$ cat src/rtl/bcd_countdown_timer.sv
// BCD mm:ss down-counter with tick prescaler, saturating load, terminal-count
// pulse and optional auto-reload; feeds the seven-segment display drivers.
module bcd_countdown_timer #(
  parameter int MIN_DIGITS  = 2,
  parameter int TICK_DIV    = 1,
  parameter bit AUTO_RELOAD = 1'b0
) (
  input  logic                    clock,
  input  logic                    clr,
  input  logic                    loadn,
  input  logic [3:0]              data_sec_ones,
  input  logic [3:0]              data_sec_tens,
  input  logic [4*MIN_DIGITS-1:0] data_mins,
  input  logic                    enable,
  output logic [3:0]              sec_ones,
  output logic [3:0]              sec_tens,
  output logic [4*MIN_DIGITS-1:0] mins,
  output logic                    zero,
  output logic                    done,
  output logic                    running
);
  localparam int MW = 4 * MIN_DIGITS;
  localparam logic [15:0] PRESC_MAX = 16'(TICK_DIV - 1);

  typedef enum logic [1:0] {IDLE, RUN, EXPIRED} state_t;

  state_t          state_q, state_d;
  logic [3:0]      sec_ones_q, sec_ones_d, sec_tens_q, sec_tens_d;
  logic [MW-1:0]   mins_q, mins_d;
  logic [3:0]      rl_ones_q, rl_ones_d, rl_tens_q, rl_tens_d;
  logic [MW-1:0]   rl_mins_q, rl_mins_d;
  logic [15:0]     presc_q, presc_d;
  logic            done_q, done_d;

  logic [3:0]      ld_ones, ld_tens, dec_ones, dec_tens;
  logic [MW-1:0]   ld_mins, dec_mins;
  logic [MIN_DIGITS-1:0] borrow;
  logic            tick, dec_zero, ld_nonzero;

  assign zero = (sec_ones_q == 4'd0) && (sec_tens_q == 4'd0) && (mins_q == '0);

  assign ld_ones = (data_sec_ones > 4'd9) ? 4'd9 : data_sec_ones;
  assign ld_tens = (data_sec_tens > 4'd5) ? 4'd5 : data_sec_tens;
  assign ld_nonzero = (ld_ones != 4'd0) || (ld_tens != 4'd0) || (ld_mins != '0);

  // Seconds borrow chain; borrow[0] is the carry into the minutes LSD.
  assign dec_ones  = (sec_ones_q == 4'd0) ? 4'd9 : sec_ones_q - 4'd1;
  assign dec_tens  = (sec_ones_q != 4'd0) ? sec_tens_q :
                     (sec_tens_q == 4'd0) ? 4'd5 : sec_tens_q - 4'd1;
  assign borrow[0] = (sec_ones_q == 4'd0) && (sec_tens_q == 4'd0);

  for (genvar gi = 0; gi < MIN_DIGITS; gi++) begin : g_min_digit
    logic [3:0] din, cur;
    assign din = data_mins[4*gi +: 4];
    assign cur = mins_q[4*gi +: 4];
    assign ld_mins[4*gi +: 4]  = (din > 4'd9) ? 4'd9 : din;
    assign dec_mins[4*gi +: 4] = !borrow[gi] ? cur :
                                 (cur == 4'd0) ? 4'd9 : cur - 4'd1;
    if (gi < MIN_DIGITS - 1) begin : g_borrow
      assign borrow[gi+1] = borrow[gi] && (cur == 4'd0);
    end
  end

  assign dec_zero = (dec_ones == 4'd0) && (dec_tens == 4'd0) && (dec_mins == '0);
  // Never count from all-zero, so the top minute digit cannot underflow.
  assign tick = (state_q == RUN) && enable && (presc_q == PRESC_MAX) && !zero;

  always_comb begin
    state_d    = state_q;
    sec_ones_d = sec_ones_q;
    sec_tens_d = sec_tens_q;
    mins_d     = mins_q;
    rl_ones_d  = rl_ones_q;
    rl_tens_d  = rl_tens_q;
    rl_mins_d  = rl_mins_q;
    presc_d    = presc_q;
    done_d     = 1'b0;
    if (!loadn) begin
      sec_ones_d = ld_ones;
      sec_tens_d = ld_tens;
      mins_d     = ld_mins;
      rl_ones_d  = ld_ones;
      rl_tens_d  = ld_tens;
      rl_mins_d  = ld_mins;
      presc_d    = 16'd0;
      state_d    = ld_nonzero ? RUN : IDLE;
    end else begin
      case (state_q)
        IDLE, EXPIRED: ;
        RUN: begin
          if (zero) begin
            // Only reachable in auto-reload mode: the cycle after done.
            if (AUTO_RELOAD) begin
              sec_ones_d = rl_ones_q;
              sec_tens_d = rl_tens_q;
              mins_d     = rl_mins_q;
              presc_d    = 16'd0;
            end else begin
              state_d = EXPIRED;
            end
          end else if (tick) begin
            presc_d    = 16'd0;
            sec_ones_d = dec_ones;
            sec_tens_d = dec_tens;
            mins_d     = dec_mins;
            if (dec_zero) begin
              done_d = 1'b1;
              if (!AUTO_RELOAD) state_d = EXPIRED;
            end
          end else if (enable) begin
            presc_d = presc_q + 16'd1;
          end
        end
        default: state_d = IDLE;
      endcase
    end
  end

  always_ff @(posedge clock or posedge clr) begin
    if (clr) begin
      state_q    <= IDLE;
      sec_ones_q <= 4'd0;
      sec_tens_q <= 4'd0;
      mins_q     <= '0;
      rl_ones_q  <= 4'd0;
      rl_tens_q  <= 4'd0;
      rl_mins_q  <= '0;
      presc_q    <= 16'd0;
      done_q     <= 1'b0;
    end else begin
      state_q    <= state_d;
      sec_ones_q <= sec_ones_d;
      sec_tens_q <= sec_tens_d;
      mins_q     <= mins_d;
      rl_ones_q  <= rl_ones_d;
      rl_tens_q  <= rl_tens_d;
      rl_mins_q  <= rl_mins_d;
      presc_q    <= presc_d;
      done_q     <= done_d;
    end
  end

  assign sec_ones = sec_ones_q;
  assign sec_tens = sec_tens_q;
  assign mins     = mins_q;
  assign done     = done_q;
  assign running  = (state_q == RUN);
endmodule
$ cat config.mk
export PLATFORM = sky130hd
export DESIGN_NAME = bcd_countdown_timer
export DESIGN_NICKNAME = d
export VERILOG_FILES = /design/src/rtl/bcd_countdown_timer.sv
export SDC_FILE = /design/constraint.sdc
export NUM_CORES = 1
export LEC_CHECK = 0
export ABC_AREA = 1
export CAP_MARGIN = 0
export CORE_UTILIZATION = 29
export CTS_CLUSTER_DIAMETER = 60
export DETAILED_ROUTE_END_ITERATION = 8
export SETUP_SLACK_MARGIN = 0.05
export SYNTH_ARGS = -nofsm -noshare
export SYNTH_HDL_FRONTEND = slang
export SYNTH_SLANG_ARGS = --single-unit
export TNS_END_PERCENT = 10
$ cat constraint.sdc
create_clock -name clock -period 1.7 [get_ports clock]
set_clock_uncertainty 0.15 [all_clocks]
set_input_delay 0.255 -clock clock [delete_from_list [all_inputs] [get_ports clock]]
set_output_delay 0.255 -clock clock [all_outputs]
set_load 0.02 [all_outputs]
==> out/qor.yml <==
layout:
  area_growth_syn_to_layout_pct: 65.5
  post_route_cells_drive_above_1_share_pct: 38.1
  most-common-layout-cells: "buf_4 (93), nand2_1 (77), inv_1 (47), dfrtp_1 (27)"
  antenna_cells: 0
  final_core_utilization_pct: 49.7
  layout.nets: 512
  final.fill_count: 793
  most_common_cell_after_layout_fill_and_taps_aside: "buf_4"
  finish.cell_count_without_fillers: 596
synth:
  yosys_register_bits: 35
  synth-edff-count: 0
  synth-main-ff-cell: "dfrtp_1"
  synthCells: 350
  synth-warning-count: 0
  async_reset_ff_share_pct: 100
  synth.cell_area_um2: 2480
  synthDistinctLibCells: 41
  mappedNetlistNets: 372
  postSynthAreaPerCell_um2: 7.08
  synth-seq-area-share_pct: 35.3
drt:
  first_pass_iters: 4
  drt-initial-drc-count: 88
  drt-total-wl_um: 7980
  detail_route.drc_violations: 0
  num_vias: 2875
  avgViaCountPerCell: 4.82
  antenna_left: 0
  drt-wirelength-per-cell_um: 13.4
critical_path:
  timing.critical_path.from: "presc_q[1]$_DFFE_PP0P_"
  rr_startpoint: "presc_q[1]$_DFFE_PP0P_"
  cp_slowest_cell: "dfrtp_1"
  crit_required_ns: 1.72
  critical_path.cell_chain: "inv_1, ha_2, inv_2, nor4_4, nand4_1, nor2_2, nand2_2, nand2_4, buf_12, buf_16, o211ai_1"
  timing.critical_path.to_type: "flip-flop"
  start_kind: "flip-flop"
  timing.setup.critical_path_class: "flip-flop to flip-flop"
  worst_stage_delay_on_the_critical_path_ns: 0.38
  timing.critical_path.fanout_max: 6
  worst_ep_arrival_time_ns: 2.03
  r2r_setup_slack_ns: -0.31
global_route:
  first_global_vias: 2754
  grt_use_total_pct: 18.9
  antenna_found_initial: 0
  grt_start_max_net_pins: 36
  gr-total-overflow: 0
  grt_first_pass_wirelength_um: 13100
floorplanning:
  rows: 33
  floorplan.io_pins: 39
  coreArea_um2: 8260
  chipHeight_um: 94.5
  die_area_um2: 8920
  die_width_um: 94.5
  start_util_pct: 30.0
place:
  dp.cells: 580
  io_buffers: 38
  dp_worst_setup_slack_ns: -0.302
  place.detailed.hpwl_um: 5930
  place.gp.congestion: 0.939
clocking:
  h_tree_level_count: 2
  clock-sinks: 35
  clkTransAtPathRegs_ns: 0.09
  total_cts_buffers: 5
  ctsRootBufferMaster: "clkbuf_8"
  tritoncts: "yes"
  cts_buffer_depth: 2
  insertion_delay_ns: 0.30
status:
  failed_checks: "negative setup slack"
  status: "finished, violations left"
timing:
  maxClockFrequency_mhz: 499
  final-hold-violation-count: 0
  setup_viol: 36
  fin_worst_hold_slack_ns: 0.140
  period_needed_ns: 2.01
  timing.final.max_slew_violations: 0
  max-slew-margin-rel_pct: 74.0
  setup_slack_ns: -0.306
  timing.final.crit_share_pct: 118
  transition_time_at_the_pin_with_the_least_slew_margin_ns: 0.385
  grt_setup_unrepaired: "true"
pwr:
  leakagePower_uw: 0.00199
  power_per_cell_area_nw_per_um2: 900
  peakVddDrop_mv: 0.389
flow_run:
  timing.max_cap.violations: 0
worst_hold_path:
  min-delay-path-class: "input pin to asynchronous set/reset pin"
-- final cells by class --
| class | count | area, µm² | area share, % |
|---|---|---|---|
| timing repair buffer | 140 | 1190 | 29.1 |
| clock buffer | 5 | 68.8 | 1.68 |
| multi-input combinational | 254 | 1540 | 37.6 |
| inverter | 54 | 213 | 5.19 |
| sequential | 35 | 886 | 21.6 |
| clock inverter | 3 | 67.6 | 1.65 |
| tap | 105 | 131 | 3.20 |
-- critical path, delay by kind of cell, from the launching register on --
kind            cells  cell delay, ns
buf+inv             4            0.36
flops               1            0.38
compound gates      1            0.08
fa+ha+maj           1            0.17
simple gates        5            0.74
-- per-stage QoR --
stage	total power, µW	TNS, ns	area, µm²
floorplan	1810	-3.16	2510
global placement	2600	-6.39	3690
detailed placement	2610	-7.22	3690
CTS	3650	-5.69	4030
global route	3910	-12.16	4100
finish	3690	-7.90	4100
-- metal layers --
metal | vias up | wire length, µm | global-route usage, %
met1 | 1348 | 3540 | 23.9
met3 | 14 | 277 | 3.14
met5 | - | 0 | 0
li1 | 1444 | - | -
met4 | 0 | 118 | 4.04
met2 | 69 | 4040 | 33.6
-- worst paths after layout --
kind	to	depth (start not counted)
max	sec_tens[2]$_DFFE_PP0P_	11
min in group clock	state_q[1]$_DFFE_PP0P_	2
max in group asynchronous	sec_tens[2]$_DFFE_PP0P_	3
max reg2reg	sec_tens[2]$_DFFE_PP0P_	11
min reg2reg	state_q[1]$_DFFE_PP0P_	2
min	presc_q[10]$_DFFE_PP0P_	3
-- flip-flops by register name, summed over array words and instances (netlist names) --
register,cells
state_q,2
sec_tens,4
done,1
mins,8
sec_ones,4
presc_q,16
-- cells by family after synthesis --
kind of cell	Yosys count	synth area share, %
AND/OR/NAND/NOR	189	37.1
buffers and inverters	61	10.2
AO/OA/AOI/OAI	59	14.6
flip-flops	35	35.3
XOR/XNOR	4	1.72
adder cells (fa/ha/maj)	2	1.01
-- synthesized netlist by cell type (2+ instances only) --
cell type	n	area (µm²)
nand2_2	2	12.5
o21ai_1	6	30.0
nand2_1	87	327
buf_6	2	22.5
nand4_1	11	68.8
a31oi_1	2	12.5
o221ai_1	3	26.3
xor2_1	3	26.3
dfrtp_1	35	876
inv_2	2	7.51
o211ai_1	8	60.1
o21ai_0	23	115
nand2_4	4	45.0
inv_1	51	191
nor2_1	32	120
nor3_2	3	30.0
buf_2	3	15.0
nor2_4	2	22.5
clkbuf_1	2	7.51
nor4_1	5	31.3
a21oi_1	9	45.0
nand3b_1	2	15.0
nor2_2	4	25.0
ha_1	2	25.0
nand3_1	24	120
nor3_1	8	40.0
-- timing repair --
action / 4_1_cts / 5_1_grt
gates resized for setup: 70 / 21
endpoints found under the hold margin: 0 / 0
buffers inserted: 6 / 1
gates cloned: 1 / 0
hold buffers: 0 / 0
pin swaps: 16 / 5
setup endpoints to repair: 54 / 36
-- where the power goes --
part           switching, µW  leakage, µW  internal [µW]
combinational            931      0.00147            817
sequential              82.5     0.000449            932
clock                    346    0.0000644            586
No activity file was read; power rests on OpenSTA's default activity.
==> RTL change 1: new RTL, same settings <==
The parameter `MIN_DIGITS` goes from 2 to 1.
--- a/src/rtl/bcd_countdown_timer.sv
+++ b/src/rtl/bcd_countdown_timer.sv
@@ -1,7 +1,7 @@
 // BCD mm:ss down-counter with tick prescaler, saturating load, terminal-count
 // pulse and optional auto-reload; feeds the seven-segment display drivers.
 module bcd_countdown_timer #(
-  parameter int MIN_DIGITS  = 2,
+  parameter int MIN_DIGITS  = 1,
   parameter int TICK_DIV    = 1,
   parameter bit AUTO_RELOAD = 1'b0
 ) (
Interface: changed (resized data_mins and mins); port bits go from 39 to 31. The function was not compared with the original's and may differ.
==> RTL change 1 against the original RTL <==
The flow still finishes with violations (setup timing); maximum frequency up 11%; via count down 22%; global-route usage down 1.7 points; wire length down 24%; area after synthesis down 17%; final area down 19%; non-clock buffer count down 43; cell count down 20%; clock power down 29%; total power down 33%; worst setup slack better by 0.20 ns; sequential cell count down 4; highest routed layer unchanged.
==> RTL change 1: results (changes against the original RTL) <==
* Finished Layout Cells at 475 (was 596)
* Failing checks: setup timing (unchanged)
* Largest net degree at the start of global routing at 32 (was 36)
* Synth Instances at 279 (was 350)
* Seq_cells at 31 (was 35)
* Most instantiated cells after synthesis: 54 x nand2_1, 39 x inv_1, 35 x nor2_1 (was 87 x nand2_1, 51 x inv_1, 35 x dfrtp_1)
* Post-DP Area at 2963 µm² (was 3694 µm²)
* Vias in the first global route at 2128 (was 2754)
* Adder-cell share of the synthesized area at 1.211% (was 1.010%)
* Multi-input combinational area share at 38.84% (was 37.61%)
* Post CTS Setup Buffer Count at 3 (was 6)
* Layout fillers at 682 (was 793)
* Synth Area in XOR/XNOR at 1.695% (was 1.716%)
* Comb pwr share at 38.5% (was 47.3%)
* Final net count at 396 (was 512)
* CLK BUF at 8 (was 5)
* Worst Setup SP: sec_ones[1] (was presc_q[1])
* Setup ws final at -0.1029 ns (was -0.3057 ns)
* Reg-to-reg critical path endpoint: presc_q[7] (was sec_tens[2])
* Initial DRC count at 137 (was 88)
* Buffers on Ports at 30 (was 38)
* Worst VDD drop at 0.0003353 V (was 0.0003890 V)
* Outcome: complete, but fails checks (unchanged)
* Leak pwr at 1.541 nW (was 1.987 nW)
* WL met3 at 240 µm (was 277 µm)
* Crit path largest cell delay at 0.42 ns (was 0.38 ns)
* Endpoints failing setup at 23 (was 36)
* Worst reg2reg path startpoint: sec_ones[1] (was presc_q[1])
* Routability congestion estimate at 0.8904 (was 0.9392)
==> RTL change 1: changes by cell type after synthesis, sizes merged, moves of 2 or more <==
| cell | unedited run | this run |
|---|---|---|
| a21oi | 10 | 6 |
| dfrtp | 35 | 31 |
| inv | 53 | 41 |
| nand2 | 93 | 62 |
| nand3 | 25 | 22 |
| nand4 | 11 | 9 |
| nor2 | 39 | 42 |
| nor3 | 11 | 14 |
| nor4 | 5 | 1 |
| o211ai | 8 | 4 |
| o21ai | 29 | 21 |
| or2 | 2 | 0 |
==> RTL change 1: per-stage QoR <==
stage                     utilization [%]  hold slack [ns]  setup slack (ns)
final                               48.33           0.1607           -0.1029
after floorplan                         -           0.2079          0.008722
after CTS                           46.36           0.1707           -0.1317
after global placement              43.37           0.3412           -0.1984
after detailed placement            43.37           0.3449           -0.2493
after global routing                48.33           0.1752           -0.2184
==> RTL change 2: new RTL, same settings <==
Made on the original files. Encoding of `state_t`: now one-hot (3 bits for 3 states).
--- a/src/rtl/bcd_countdown_timer.sv
+++ b/src/rtl/bcd_countdown_timer.sv
@@ -22,7 +22,7 @@
   localparam int MW = 4 * MIN_DIGITS;
   localparam logic [15:0] PRESC_MAX = 16'(TICK_DIV - 1);
 
-  typedef enum logic [1:0] {IDLE, RUN, EXPIRED} state_t;
+  typedef enum logic [2:0] {IDLE = 3'b001, RUN = 3'b010, EXPIRED = 3'b100} state_t;
 
   state_t          state_q, state_d;
   logic [3:0]      sec_ones_q, sec_ones_d, sec_tens_q, sec_tens_d;
Behaviour: no difference found for any inputs over 10 cycles, from zero or initial values; not proved beyond that.
==> RTL change 2 against the original RTL <==
The flow still finishes with violations (setup timing); count of clock-buffer cells in the layout is the same; combinational power grew 15%; total power increased by 1.0%; sequential cell count is 1 higher; wire length is 0.71% higher; final area up 5.1%; global-route usage is 0.34 points higher; area after synthesis down 2.1%; core utilization is 3.0 points higher; worst setup slack better by 0.094 ns; via count grew 2.3%; critical path depth is 1 higher; largest power group unchanged.
==> RTL change 2: results (changes against the original RTL) <==
* Clk tree area frac at 2.149% (was 3.325%)
* Vias in the first global route at 2906 (was 2754)
* Slowest-stage cell, CP: dfrtp_2 (was dfrtp_1)
* Multi-input gate area at 1612 µm² (was 1543 µm²)
* Sequential area share after synthesis at 37.16% (was 35.34%)
* Final wirelength at 8.033 mm (was 7.976 mm)
* Post-DP Area at 3789 µm² (was 3694 µm²)
* Outcome: complete, but fails checks (unchanged)
* Post-Syn Nets at 365 (was 372)
* Reg clk slew, reported paths at 0.09 ns (about the same)
* DR top layer: met4 (unchanged)
* Largest net degree at the start of global routing at 37 (was 36)
* CTS tree: done (unchanged)
* Non-clk invs at 45 (was 54)
* First-pass GRT wire length at 13.04 mm (was 13.05 mm)
* WL met3 at 266 µm (was 277 µm)
* M1 GR Usage at 23.29% (was 23.87%)
* Switching share of total power at 39.02% (was 36.81%)
* Final net count at 522 (was 512)
* Placed insts at 583 (was 580)
* Multi-In Gates at 255 (was 254)
* R2R cell count at 12 (was 11)
* Initial DRC count at 54 (was 88)
* Layout cells sized above 1 at 43.51% (was 38.09%)
* M3 GR Usage at 3.252% (was 3.140%)
* Flop pwr share at 28.5% (was 27.5%)
* Utilization after layout at 52.71% (was 49.67%)
* Ranking of synthesized cells by area: dfrtp_1 36%, nand2_1 10%, nor2_1 9.1% (was dfrtp_1 35%, nand2_1 13%, inv_1 7.7%)
* Post-CTS sizing at 71 (was 70)
* Worst VDD drop at 0.0003140 V (was 0.0003890 V)
* CP Data Arrival Time at 1.98 ns (was 2.03 ns)
* Met2 usage at 32.72% (was 33.64%)
* Via/cell ratio at 4.851 (was 4.824)
* Post-DP HPWL at 5.870 mm (was 5.928 mm)
* Register bit total from synthesis at 36 (was 35)
* Endpoints failing setup at 38 (was 36)
* Vias at 2940 (was 2875)
* Met1 Routed Length at 3.515 mm (was 3.542 mm)
* GR Util All Layers at 19.22% (was 18.88%)
* Routability congestion estimate at 0.9012 (was 0.9392)
* Leak pwr at 2.069 nW (was 1.987 nW)
* Worst Setup SP: sec_tens[2] (was presc_q[1])
* TNS Setup at -4.757 ns (was -7.902 ns)
* Layout fillers at 765 (was 793)
* Syn avg cell area at 7.077 µm² (was 7.082 µm²)
* Comb pwr at 2.02 mW (was 1.75 mW)
* DR WL met2 at 3.903 mm (was 4.037 mm)
* Failing checks: setup timing (unchanged)
* Highest net fanout along the worst path at 4 (was 6)
* Repair and plain buffers at 157 (was 140)
* Setup ws final at -0.2117 ns (was -0.3057 ns)
==> RTL change 2: worst max-delay path: cells and delay by family (launching register included) <==
family / cells / cell delay, ns
and+or+nand+nor: 7 / 0.69
buffers and inverters: 4 / 0.45
DFF: 1 / 0.43
AOI/OAI and AO/OA: 1 / 0.12
==> RTL change 2: cells by family (layout without fill, tap and decap cells) <==
kind of cell               count (synthesis)  after routing  synth area share [%]
and+or+nand+nor                          192            192                 37.16
DFF                                       36             36                 37.17
adders and majority gates                  2              2                 1.031
xor gates and xnor gates                   6              6                 2.165
buffers and inverters                     52            210                 8.865
AOI/OAI and AO/OA                         55             55                 13.61
==> RTL change 2: stage by stage <==
step | power [mW] | setup WS (ns)
after floorplan | 1.850 | -0.1502
after global placement | 2.726 | -0.2703
after detailed placement | 2.739 | -0.3112
after CTS | 3.517 | -0.1966
after global routing | 3.976 | -0.3214
final | 3.731 | -0.2117
